### src/rtl/qenc_pkg.sv
// Shared constants for the quadrature encoder sampler: controller state encoding and
// default data widths.
package qenc_pkg;

    localparam logic [1:0] StIdle = 2'd0;
    localparam logic [1:0] StRun  = 2'd1;
    localparam logic [1:0] StZero = 2'd2;

    localparam int unsigned NbDefault = 32;
    localparam int unsigned PwDefault = 24;

endpackage

### src/rtl/qenc_period_timer.sv
// Sample-period down-counter: counts while enabled and pulses o_tick on the terminal
// cycle, reloading from the current period so a period of P yields one tick every P cycles.
module qenc_period_timer
    import qenc_pkg::*;
#(
    parameter int unsigned PW = PwDefault
) (
    input  logic          clk,
    input  logic          i_reset,
    input  logic          i_load,
    input  logic          i_en,
    input  logic [PW-1:0] i_period,
    output logic          o_tick
);

    logic [PW-1:0] timer_q, timer_d, reload;

    // A zero period behaves as one: tick every cycle.
    always_comb begin
        reload = (i_period == '0) ? '0 : i_period - PW'(1);
    end

    always_comb begin
        o_tick  = i_en && (timer_q == '0);
        timer_d = timer_q;
        if (i_load) begin
            timer_d = reload;
        end else if (i_en) begin
            timer_d = o_tick ? reload : timer_q - PW'(1);
        end
    end

    always_ff @(posedge clk or posedge i_reset) begin
        if (i_reset) begin
            timer_q <= '0;
        end else begin
            timer_q <= timer_d;
        end
    end

endmodule

### src/rtl/qenc_sampler.sv
// Sequences an external quadrature encoder counter and emits periodic position/velocity
// samples on a valid/ready interface with a sticky overrun flag.
module qenc_sampler
    import qenc_pkg::*;
#(
    parameter int unsigned NB          = NbDefault,
    parameter int unsigned PW          = PwDefault,
    parameter int unsigned ZERO_CYCLES = 4
) (
    input  logic          clk,
    input  logic          i_reset,
    input  logic          i_start,
    input  logic          i_stop,
    input  logic          i_zero,
    input  logic          i_clear_ovr,
    input  logic [PW-1:0] i_period,
    output logic          o_enc_enable,
    output logic          o_enc_reset_n,
    input  logic [NB-1:0] i_enc_position,
    input  logic          i_enc_dir,
    output logic [NB-1:0] o_sample_pos,
    output logic [NB-1:0] o_sample_delta,
    output logic          o_sample_dir,
    output logic          o_sample_valid,
    input  logic          i_sample_ready,
    output logic          o_overrun,
    output logic          o_running
);

    localparam int unsigned ZW = (ZERO_CYCLES > 1) ? $clog2(ZERO_CYCLES) : 1;

    logic [1:0]    state_q, state_d, ret_q, ret_d;
    logic [ZW-1:0] zcnt_q, zcnt_d;
    logic [NB-1:0] prev_q, prev_d, pos_q, pos_d, delta_q, delta_d;
    logic          dir_q, dir_d, valid_q, valid_d, ovr_q, ovr_d;
    logic          rstn_q;
    logic          timer_load, tick;

    qenc_period_timer #(
        .PW(PW)
    ) u_timer (
        .clk      (clk),
        .i_reset  (i_reset),
        .i_load   (timer_load),
        .i_en     (state_q == StRun),
        .i_period (i_period),
        .o_tick   (tick)
    );

    always_comb begin
        state_d    = state_q;
        ret_d      = ret_q;
        zcnt_d     = zcnt_q;
        prev_d     = prev_q;
        pos_d      = pos_q;
        delta_d    = delta_q;
        dir_d      = dir_q;
        valid_d    = valid_q && !i_sample_ready;
        ovr_d      = ovr_q && !i_clear_ovr;
        timer_load = 1'b0;

        // Velocity history advances on every tick, even when the sample itself is dropped.
        if (tick) begin
            prev_d = i_enc_position;
            if (!valid_q || i_sample_ready) begin
                pos_d   = i_enc_position;
                delta_d = i_enc_position - prev_q;
                dir_d   = i_enc_dir;
                valid_d = 1'b1;
            end else begin
                ovr_d = 1'b1;
            end
        end

        case (state_q)
            StIdle: begin
                if (i_zero) begin
                    state_d = StZero;
                    ret_d   = StIdle;
                end else if (i_start) begin
                    state_d    = StRun;
                    prev_d     = i_enc_position;
                    timer_load = 1'b1;
                end
            end
            StRun: begin
                if (i_zero) begin
                    state_d = StZero;
                    ret_d   = StRun;
                end else if (i_stop) begin
                    state_d = StIdle;
                end
            end
            StZero: begin
                if (i_stop) begin
                    ret_d = StIdle;
                end
                if (zcnt_q == '0) begin
                    state_d    = ret_d;
                    timer_load = (ret_d == StRun);
                end else begin
                    zcnt_d = zcnt_q - ZW'(1);
                end
            end
            default: state_d = StIdle;
        endcase

        // Entering ZERO discards history and any pending sample without flagging overrun.
        if (state_d == StZero && state_q != StZero) begin
            zcnt_d  = ZW'(ZERO_CYCLES - 1);
            prev_d  = '0;
            valid_d = 1'b0;
        end
    end

    always_ff @(posedge clk or posedge i_reset) begin
        if (i_reset) begin
            state_q <= StIdle;
            ret_q   <= StIdle;
            zcnt_q  <= '0;
            prev_q  <= '0;
            pos_q   <= '0;
            delta_q <= '0;
            dir_q   <= 1'b0;
            valid_q <= 1'b0;
            ovr_q   <= 1'b0;
            rstn_q  <= 1'b0;
        end else begin
            state_q <= state_d;
            ret_q   <= ret_d;
            zcnt_q  <= zcnt_d;
            prev_q  <= prev_d;
            pos_q   <= pos_d;
            delta_q <= delta_d;
            dir_q   <= dir_d;
            valid_q <= valid_d;
            ovr_q   <= ovr_d;
            rstn_q  <= 1'b1;
        end
    end

    always_comb begin
        o_enc_enable   = (state_q == StRun);
        o_running      = (state_q == StRun);
        o_enc_reset_n  = rstn_q && (state_q != StZero);
        o_sample_pos   = pos_q;
        o_sample_delta = delta_q;
        o_sample_dir   = dir_q;
        o_sample_valid = valid_q;
        o_overrun      = ovr_q;
    end

endmodule

### config.mk
export PLATFORM = sky130hd
export DESIGN_NAME = qenc_sampler
export DESIGN_NICKNAME = d
export VERILOG_FILES = /design/src/rtl/qenc_pkg.sv /design/src/rtl/qenc_period_timer.sv /design/src/rtl/qenc_sampler.sv
export SDC_FILE = /design/constraint.sdc
export NUM_CORES = 1
export LEC_CHECK = 0
export CAP_MARGIN = 25
export CORE_MARGIN = 2
export CORE_UTILIZATION = 55
export DETAILED_ROUTE_END_ITERATION = 8
export PLACE_DENSITY = 0.83
export SETUP_SLACK_MARGIN = 0.15
export SYNTH_ARGS = -nofsm -noshare
export SYNTH_HDL_FRONTEND = slang
export SYNTH_SLANG_ARGS = --single-unit
export TNS_END_PERCENT = 100
### constraint.sdc
create_clock -name clk -period 4.4 [get_ports clk]
set_clock_uncertainty 0.15 [all_clocks]
set_input_delay 0.44 -clock clk [delete_from_list [all_inputs] [get_ports clk]]
set_output_delay 0.44 -clock clk [all_outputs]
set_load 0.01 [all_outputs]
==> metrics.csv <==
metric;value;unit
firstDrtPassIters;6;
syn_avg_cell_area;8.28;sq um
post_dp_cell_area;0.00962;sq mm
post-route-period-util;0.710;
cts_hold_buf;0;
fin_setup_tns;0;ns
vdd_drop_max;0.000348;V
synth_area_leaders;dfrtp_1, nand2_1, ha_1;
period_minus_slack;3.12;ns
path_delay_family;simple AND/OR/NAND/NOR gates;
die_area;0.0160;sq mm
antenna_left;0;
report.final.slew_viol_count;0;
nets;1215;
setup_viol;0;
gp_congestion;0.932;
cts_made_buffers;17;
insertion_delay;0.43;ns
tightest_slew;0.931;ns
async_reset_ff_frac;1.00;
core;0.0146;sq mm
final_common_cell;nand2_1;
hold_class;reg2reg;
clock_sinks;130;
clockBufferDepth;2;
antenna_found_initial;0;
dp.cells;1275;
end_kind;flip-flop;
design_area;0.0102;sq mm
ios;134;
n_fill_cell;1152;
synth_cell_type_count;72;
relSlewSlack;0.380;
portBuffers;133;
power.leakage;4.42;nW
whs_endpoint;o_sample_pos[31]$_DFFE_PP0P_;
postSynthRegisterBits;130;
crit_path_cell_trace;inv_1 -> ha_1 -> nand4b_1 -> o22ai_1 -> nand2b_1 -> nor2_1 -> a22oi_1 -> o21ai_0;
synth_area;0.00824;sq mm
holdPathStages;2;
routedWlPerCell;16.3;microns
yosys_warnings;0;
path_clk_slew;0.06;ns
ys_seq_area_frac;0.395;
vias;7620;
h-tree-depth;4;
r2r_start;state_q[0]$_DFF_PP0_;
grt_max_degree;75;
yosys.area.top_type;dfrtp_1;
hold_viol;0;
diodes;0;
reg2reg_to;u_timer.timer_q[5]$_DFFE_PP0P_;
clockRootBuffer;clkbuf_16;
power.density;524;mW/mm^2
ys.flop_type;dfrtp_1;
drive_gt1_frac;0.0614;
gr-usage-all-layers;0.273;
cts_tree;built;
start_kind;flip-flop;
route.detailed.drc;0;
worst-path-buf-inv;1;
syn_inst;996;
rsz0062_at_grt;no;
rrSetupSlack;1.28;ns
final-instance-count-excl-fill;1307;
die_w;126;microns
timing.fmax;320;MHz
num_rows;44;
die_h;126;microns
cts_resized;0;
grt_first_pass_wirelength;35200;microns
synth_top_cell_area_share;0.395;
mostFrequentLayoutCells;nand2_1, clkdlybuf4s50_1, dfrtp_1;
critical_path.max_fanout;27;
start_util;0.565;
grt_overflow;0;
min_from;o_sample_pos[31]$_DFFE_PP0P_;
critical_path.max_stage_delay;0.79;ns
synth_edf_count;0;
vias_per_cell;5.83;
synth_fp_nets;1101;
worstSetupPathType;reg2reg;
rr_worst_depth;8;
grt_pass1_vias;7031;
drt_iter0_markers;656;
worst_path_max_delay_cell;nand2b_1;
status;finished, final reports clean;
wl;21400;microns
area_delta_synth_final;24.0;%
post_cts_buffers;0;
cp.required;4.55;ns
cp_num_cells;8;
maxCapViolations;0;
worstPathArrival;3.27;ns
place_hpwl;15500;microns
post-route-util;0.700;
[worst register-to-register path, stage by stage (launching register included)]
cell and delay [ns]:
dfrtp_1 0.45, inv_1 0.15, ha_1 0.32, nand4b_1 0.14
o22ai_1 0.38, nand2b_1 0.79, nor2_1 0.26, a22oi_1 0.25
o21ai_0 0.11
[Yosys cell counts (all sizes together) (5+ instances only)]
library cell / number
buf: 26
inv: 53
nand4b: 6
o31ai: 6
mux2i: 5
o21a: 7
nand2: 240
clkbuf: 20
nor4: 9
nand4: 9
or3: 6
a211oi: 6
dfrtp: 130
xor2: 23
a21oi: 91
nand2b: 10
ha: 40
nor2: 53
a31oi: 11
nor2b: 7
nand3b: 7
a21o: 11
nor3b: 5
o21ai: 76
o211ai: 10
xnor2: 23
nand3: 21
nor3: 29
or2: 5
[stage by stage]
stage,hold slack [ns],total power [mW],worst slack (ns)
after CTS,0.318,5.34,1.26
after detailed placement,0.304,3.88,1.00
after global placement,0.299,3.82,1.06
after global routing,0.331,5.70,0.940
after floorplan,0.297,3.29,0.341
final,0.312,5.35,1.28
[worst max path at each step]
| stage | start | endpoint |
|---|---|---|
| final | state_q[0]$_DFF_PP0_ | u_timer.timer_q[5]$_DFFE_PP0P_ |
| after global routing | state_q[0]$_DFF_PP0_ | u_timer.timer_q[2]$_DFFE_PP0P_ |
| after CTS | state_q[0]$_DFF_PP0_ | u_timer.timer_q[5]$_DFFE_PP0P_ |
| after detailed placement | i_enc_position[0] | o_sample_delta[28]$_DFFE_PP0P_ |
| after global placement | i_enc_position[0] | o_sample_delta[28]$_DFFE_PP0P_ |
| after floorplan | i_reset | o_overrun$_DFF_PP0_ |
[flip-flops by register name (all words and copies together), names as in the netlist]
signal	cells
o_sample_dir	1
o_overrun	1
zcnt_q	2
u_timer.timer_q	24
rstn_q	1
o_sample_valid	1
o_sample_delta	32
state_q	2
o_sample_pos	32
prev_q	32
ret_q	2
[report_power, final]
part,internal (mW),switching [mW]
sequential,1.46,0.211
combinational,0.895,1.35
clock,0.889,0.548
[routing by layer]
layer,track usage,wire [microns],vias to the layer above
met5,0,0,-
met4,0.103,622,0
met3,0.0506,1340,46
met2,0.433,10000,301
met1,0.376,9370,3574
li1,-,-,3699
[layout make-up]
cell class / count / area (sq um) / area share
inverter: 53 / 201 / 0.0197
timing repair buffer: 141 / 1410 / 0.138
tap: 184 / 230 / 0.0225
clock inverter: 13 / 161 / 0.0158
sequential: 130 / 3250 / 0.318
multi-input combinational: 767 / 4530 / 0.443
clock buffer: 19 / 433 / 0.0424
[cells by family after synthesis]
kind of cell | share of synthesized area
fa+ha+maj | 0.0631
simple gates | 0.245
compound gates | 0.183
mux | 0.00744
other cells | 0.000455
flops | 0.395
xor+xnor | 0.0489
buf+inv | 0.0574
No activity file was read; power rests on OpenSTA's default activity.
